===== config.mk =====
export PLATFORM = sky130hd
export DESIGN_NAME = dmem_sram_ctrl
export DESIGN_NICKNAME = d
export VERILOG_FILES = /design/src/rtl/dmem_pkg.sv /design/src/rtl/sram_wait_cnt.sv /design/src/rtl/dmem_sram_ctrl.sv
export SDC_FILE = /design/constraint.sdc
export NUM_CORES = 1
export LEC_CHECK = 0
export ABC_AREA = 0
export CAP_MARGIN = 10
export CORE_MARGIN = 5
export CORE_UTILIZATION = 34
export DETAILED_ROUTE_END_ITERATION = 16
export PLACE_DENSITY = 0.79
export SLEW_MARGIN = 20
export SYNTH_ARGS = -nofsm -noshare
export SYNTH_HDL_FRONTEND = slang
export SYNTH_SLANG_ARGS = --single-unit

===== constraint.sdc =====
create_clock -name clk -period 2.7 [get_ports clk]
set_clock_uncertainty 0.05 [all_clocks]
set_input_delay 0.54 -clock clk [delete_from_list [all_inputs] [get_ports clk]]
set_output_delay 0.54 -clock clk [all_outputs]
set_load 0.05 [all_outputs]

===== src/rtl/dmem_pkg.sv =====
// Shared definitions for the data-memory SRAM controller: FSM state
// encoding, default SRAM address width and inactive strobe levels.
package dmem_pkg;

  typedef enum logic [2:0] {
    IDLE  = 3'd0,
    RD    = 3'd1,
    WR    = 3'd2,
    WHOLD = 3'd3,
    RESP  = 3'd4
  } state_t;

  localparam int         DEFAULT_SRAM_AW = 20;
  localparam logic       STROBE_INACTIVE = 1'b1;
  localparam logic [3:0] BE_INACTIVE     = 4'b1111;

endpackage


===== src/rtl/sram_wait_cnt.sv =====
// Access-strobe wait counter: reloads to WAIT_CYCLES-1 on each accepted
// request, counts down while an SRAM cycle is in progress and stops at 0.
// done is high whenever the count has reached zero.
module sram_wait_cnt #(
  parameter int WAIT_CYCLES = 2
) (
  input  logic clk,
  input  logic rst,
  input  logic load,
  input  logic dec,
  output logic done
);

  localparam logic [3:0] RELOAD = 4'(WAIT_CYCLES - 1);

  logic [3:0] count;

  // Reload on acceptance, otherwise count down and saturate at zero
  always_ff @(posedge clk or negedge rst) begin
    if (!rst) begin
      count <= 4'd0;
    end else if (load) begin
      count <= RELOAD;
    end else if (dec && (count != 4'd0)) begin
      count <= count - 4'd1;
    end
  end

  assign done = (count == 4'd0);

endmodule


===== src/rtl/dmem_sram_ctrl.sv =====
// CPU data-memory to asynchronous SRAM controller. One request at a time:
// loads hold CE/OE low for WAIT_CYCLES clocks then present the sampled word
// in a one-cycle response; stores hold CE/WE low for WAIT_CYCLES clocks,
// then spend one hold cycle (WE released, address/data still driven) in
// which the completion response is given. All outputs are registered.
// Optional build macro DMEM_ALIGN_CHECK_EN: misaligned requests skip the
// SRAM and answer the next cycle with resp_err=1.
module dmem_sram_ctrl
  import dmem_pkg::*;
#(
  parameter int WAIT_CYCLES = 2,
  parameter int SRAM_AW     = DEFAULT_SRAM_AW
) (
  input  logic               clk,
  input  logic               rst,
  input  logic               req_valid,
  input  logic               req_we,
  input  logic [31:0]        req_addr,
  input  logic [31:0]        req_wdata,
  input  logic [3:0]         req_be,
  output logic               req_ready,
  output logic               resp_valid,
  output logic [31:0]        resp_rdata,
  output logic               resp_err,
  output logic [SRAM_AW-1:0] sram_addr,
  output logic [31:0]        sram_wdata,
  output logic               sram_wdata_oe,
  input  logic [31:0]        sram_rdata,
  output logic               sram_ce_n,
  output logic               sram_oe_n,
  output logic               sram_we_n,
  output logic [3:0]         sram_be_n
);

  state_t state;
  logic   accept;
  logic   cnt_done;
  logic   unused_addr;

  assign accept      = req_valid && (state == IDLE);
  assign unused_addr = ^{req_addr[31:SRAM_AW+2], req_addr[1:0]};

  sram_wait_cnt #(
    .WAIT_CYCLES (WAIT_CYCLES)
  ) u_wait_cnt (
    .clk  (clk),
    .rst  (rst),
    .load (accept),
    .dec  ((state == RD) || (state == WR)),
    .done (cnt_done)
  );

`ifdef DMEM_ALIGN_CHECK_EN
  logic err_q;
  logic misaligned;
  assign misaligned = (req_addr[1:0] != 2'b00);
  assign resp_err   = err_q;
`else
  assign resp_err   = 1'b0;
`endif

  // Request sequencing FSM driving every registered SRAM strobe and response
  always_ff @(posedge clk or negedge rst) begin
    if (!rst) begin
      state         <= IDLE;
      req_ready     <= 1'b1;
      resp_valid    <= 1'b0;
      resp_rdata    <= 32'd0;
      sram_addr     <= '0;
      sram_wdata    <= 32'd0;
      sram_wdata_oe <= 1'b0;
      sram_ce_n     <= STROBE_INACTIVE;
      sram_oe_n     <= STROBE_INACTIVE;
      sram_we_n     <= STROBE_INACTIVE;
      sram_be_n     <= BE_INACTIVE;
`ifdef DMEM_ALIGN_CHECK_EN
      err_q         <= 1'b0;
`endif
    end else begin
      case (state)
        IDLE: begin
          if (req_valid) begin
            req_ready <= 1'b0;
`ifdef DMEM_ALIGN_CHECK_EN
            if (misaligned) begin
              state      <= RESP;
              resp_valid <= 1'b1;
              err_q      <= 1'b1;
            end else
`endif
            begin
              sram_addr <= req_addr[SRAM_AW+1:2];
              sram_ce_n <= 1'b0;
              if (req_we) begin
                state         <= WR;
                sram_we_n     <= 1'b0;
                sram_oe_n     <= STROBE_INACTIVE;
                sram_be_n     <= ~req_be;
                sram_wdata    <= req_wdata;
                sram_wdata_oe <= 1'b1;
              end else begin
                state     <= RD;
                sram_oe_n <= 1'b0;
                sram_be_n <= 4'b0000;
              end
            end
          end
        end

        RD: begin
          if (cnt_done) begin
            state      <= RESP;
            resp_valid <= 1'b1;
            resp_rdata <= sram_rdata;
            sram_ce_n  <= STROBE_INACTIVE;
            sram_oe_n  <= STROBE_INACTIVE;
            sram_be_n  <= BE_INACTIVE;
          end
        end

        WR: begin
          if (cnt_done) begin
            state      <= WHOLD;
            sram_we_n  <= STROBE_INACTIVE;
            resp_valid <= 1'b1;
          end
        end

        WHOLD: begin
          state         <= IDLE;
          req_ready     <= 1'b1;
          resp_valid    <= 1'b0;
          sram_ce_n     <= STROBE_INACTIVE;
          sram_be_n     <= BE_INACTIVE;
          sram_wdata_oe <= 1'b0;
        end

        RESP: begin
          state      <= IDLE;
          req_ready  <= 1'b1;
          resp_valid <= 1'b0;
`ifdef DMEM_ALIGN_CHECK_EN
          err_q      <= 1'b0;
`endif
        end

        default: begin
          state         <= IDLE;
          req_ready     <= 1'b1;
          resp_valid    <= 1'b0;
          sram_wdata_oe <= 1'b0;
          sram_ce_n     <= STROBE_INACTIVE;
          sram_oe_n     <= STROBE_INACTIVE;
          sram_we_n     <= STROBE_INACTIVE;
          sram_be_n     <= BE_INACTIVE;
        end
      endcase
    end
  end

endmodule


==> impl_metrics.py <==
metrics = {
    "run_status": {
        "status": "finished, final reports clean",
    },
    "timing": {
        "hold_viol": 0,
        "setup_slack_ps": 416,
        "slew_viol_final": 0,
        "fmax_ghz": 0.438,
        "min_period_ps": 2280,
        "worstMarginPinSlew_ps": 589,
        "final-setup-viol-count": 0,
        "rsz0062_at_grt": "false",
        "fin_crit_sh_pct": 84.6,
        "tns_ps": 0,
        "relSlewSlack_pct": 60.7,
        "whs_ps": 81.3,
    },
    "finish": {
        "area_growth_syn_to_layout_pct": 54.4,
        "stdcell_area_um2": 6370,
        "final_common_cell": "clkdlybuf4s50_1",
        "final_core_util_pct": 53.2,
        "diodes": 0,
        "final_cell_mix": "184 x clkdlybuf4s50_1, 93 x dfrtp_1, 56 x mux2_2, 29 x mux2_4, 9 x clkbuf_16",
        "nNetsFinal": 554,
        "layout.cells.non_filler": 600,
        "drive_gt1_share_pct": 26.0,
    },
    "worst_setup_path": {
        "critical_path.cell_chain": "clkdlybuf4s50_1",
        "path_buf_inv": 1,
        "cp-start-kind": "flop",
        "critPathKind": "flop to primary output",
        "slowest_stage": "clkdlybuf4s50_1",
        "r2r_setup_slack_ps": 490,
        "ff2ff_path_depth": 6,
        "r2r_start": "u_wait_cnt.count[0]",
        "cp_data_arrival_time_ps": 1690,
        "cp.depth": 1,
        "crit_family": "buffers and inverters",
        "endpoint_kind": "primary output",
        "slowest_delay_ps": 810,
        "crit_fanout": 3,
        "critPathRequiredTime_ps": 2110,
        "timing.rr.end": "resp_rdata[19]",
    },
    "clock_tree": {
        "numCtsBuffers": 9,
        "cts_max_level": 3,
        "insertion_delay_ps": 330,
        "cts_resized": 0,
        "clkTransAtPathRegs_ps": 70,
        "cts_root_buf": "clkbuf_16",
        "ctsHoldBuffers": 0,
        "cts_buffer_depth": 2,
        "cts_setup_buffers": 0,
        "clock_sinks": 101,
        "cts_tree": "done",
    },
    "detailed_routing": {
        "vias": 2769,
        "drc": 0,
        "drtPass1Iterations": 4,
        "avgRoutedWirePerCell_um": 16.4,
        "final_antenna_net_count": 0,
        "drt_iter0_drc": 122,
        "via_per_inst": 4.62,
        "wl_mm": 9.87,
    },
    "placed_design": {
        "dpl.cell_count": 584,
        "dp_slack_ps": 368,
        "place.port_buffers": 185,
        "gp_congestion": 0.784,
        "dp_hpwl_mm": 7.51,
        "detailed_place.area_um2": 6090,
    },
    "die": {
        "fp.dieH_um": 120,
        "die_area_um2": 14400,
        "rows": 40,
        "die_x_um": 120,
        "start_util_pct": 34.5,
        "ioPinCount": 199,
        "core_area_um2": 12000,
    },
    "global_routing": {
        "grt_first_pass_wirelength_mm": 15.8,
        "grt_remaining_overflow": 0,
        "grt_max_degree": 58,
        "track_usage_pct": 13.9,
        "grt_pass1_vias": 3046,
        "antenna_found_initial": 0,
    },
    "run": {
        "cap_violations": 0,
    },
    "pwr": {
        "power_mw": 9.69,
        "power.density_nw_per_um2": 1520,
        "p_leak_nw": 2.76,
        "irDropWorstVdd_uv": 750,
    },
    "synthesis": {
        "async_flop_share_pct": 100,
        "yosys.area.top_type": "dfrtp_1",
        "syn_area_um2": 4120,
        "ys_ff_latch": 101,
        "synth_enable_flop_cells": 0,
        "yosys.area.top_type_share_pct": 56.4,
        "avgSynthCellArea_um2": 15.7,
        "synth.area.top_cells": "dfrtp_1 56%, mux2_2 15%, mux2_4 11%, dfstp_2 5.1%, buf_12 1.5%",
        "synth_cells": 262,
        "synth_fp_nets": 368,
        "ys_types": 33,
        "ys.flop_type": "dfrtp_1",
        "synth_seq_area_share_pct": 61.5,
        "yosys_warnings": 0,
    },
    "hold_path": {
        "min_path_type": "primary input to asynchronous set/reset pin",
    },
}
where the power goes:
part	leakage (nW)	internal, mW	switching (mW)
sequential	1.18	2.31	0.441
clock	0.132	0.675	0.531
combinational	1.44	2.27	3.46
flip-flops by register name, summed over array words and instances (netlist names):
signal            cells
sram_be_n             4
req_ready             1
sram_ce_n             1
sram_we_n             1
sram_wdata_oe         1
state                 3
sram_wdata           32
sram_addr            20
sram_oe_n             1
u_wait_cnt.count      4
resp_rdata           32
resp_valid            1
cell usage after synthesis, types with 3 or more instances:
| cell | number |
|---|---|
| a2bb2oi_1 | 5 |
| nand2b_1 | 8 |
| buf_12 | 3 |
| o21ai_0 | 3 |
| nor2_1 | 4 |
| buf_2 | 8 |
| dfrtp_1 | 93 |
| mux2_4 | 29 |
| inv_1 | 5 |
| a21oi_1 | 8 |
| nor3_1 | 4 |
| dfstp_2 | 8 |
| nand2_1 | 3 |
| mux2_2 | 56 |
area by class of cell:
| class | instances | area (um2) |
|---|---|---|
| inverter | 5 | 18.8 |
| sequential | 101 | 2540 |
| clock buffer | 13 | 260 |
| clock inverter | 3 | 20.0 |
| tap | 147 | 184 |
| timing repair buffer | 190 | 1910 |
| fill | 986 | 5600 |
| multi-input combinational | 141 | 1430 |
metal layers:
layer | wire (um) | track usage [%] | up-vias
li1 | - | - | 1283
met1 | 4020 | 16.6 | 1349
met2 | 4800 | 23.0 | 128
met3 | 963 | 5.98 | 9
met4 | 82 | 3.44 | 0
met5 | 0 | 0 | -
kinds of logic after synthesis:
kind of cell	after synthesis	share of synthesized area, %
DFF	101	61.5
muxes	87	26.3
and+or+nand+nor	28	3.91
AOI/OAI and AO/OA	22	3.61
buffers and inverters	20	3.70
adders and majority gates	2	0.607
other	1	0.0909
xor gates and xnor gates	1	0.212
worst max-delay path by stage:
stage                                 to           startpoint  slack (ps)
after CTS                      req_ready            req_ready         390
final                          req_ready            req_ready         420
after detailed placement    sram_addr[5]            req_valid         370
after global placement     sram_addr[14]            req_valid         390
after global routing           req_ready            req_ready         360
after floorplan           resp_rdata[10]  u_wait_cnt.count[0]         760
Note: power is estimated with default switching activity, not from simulation.
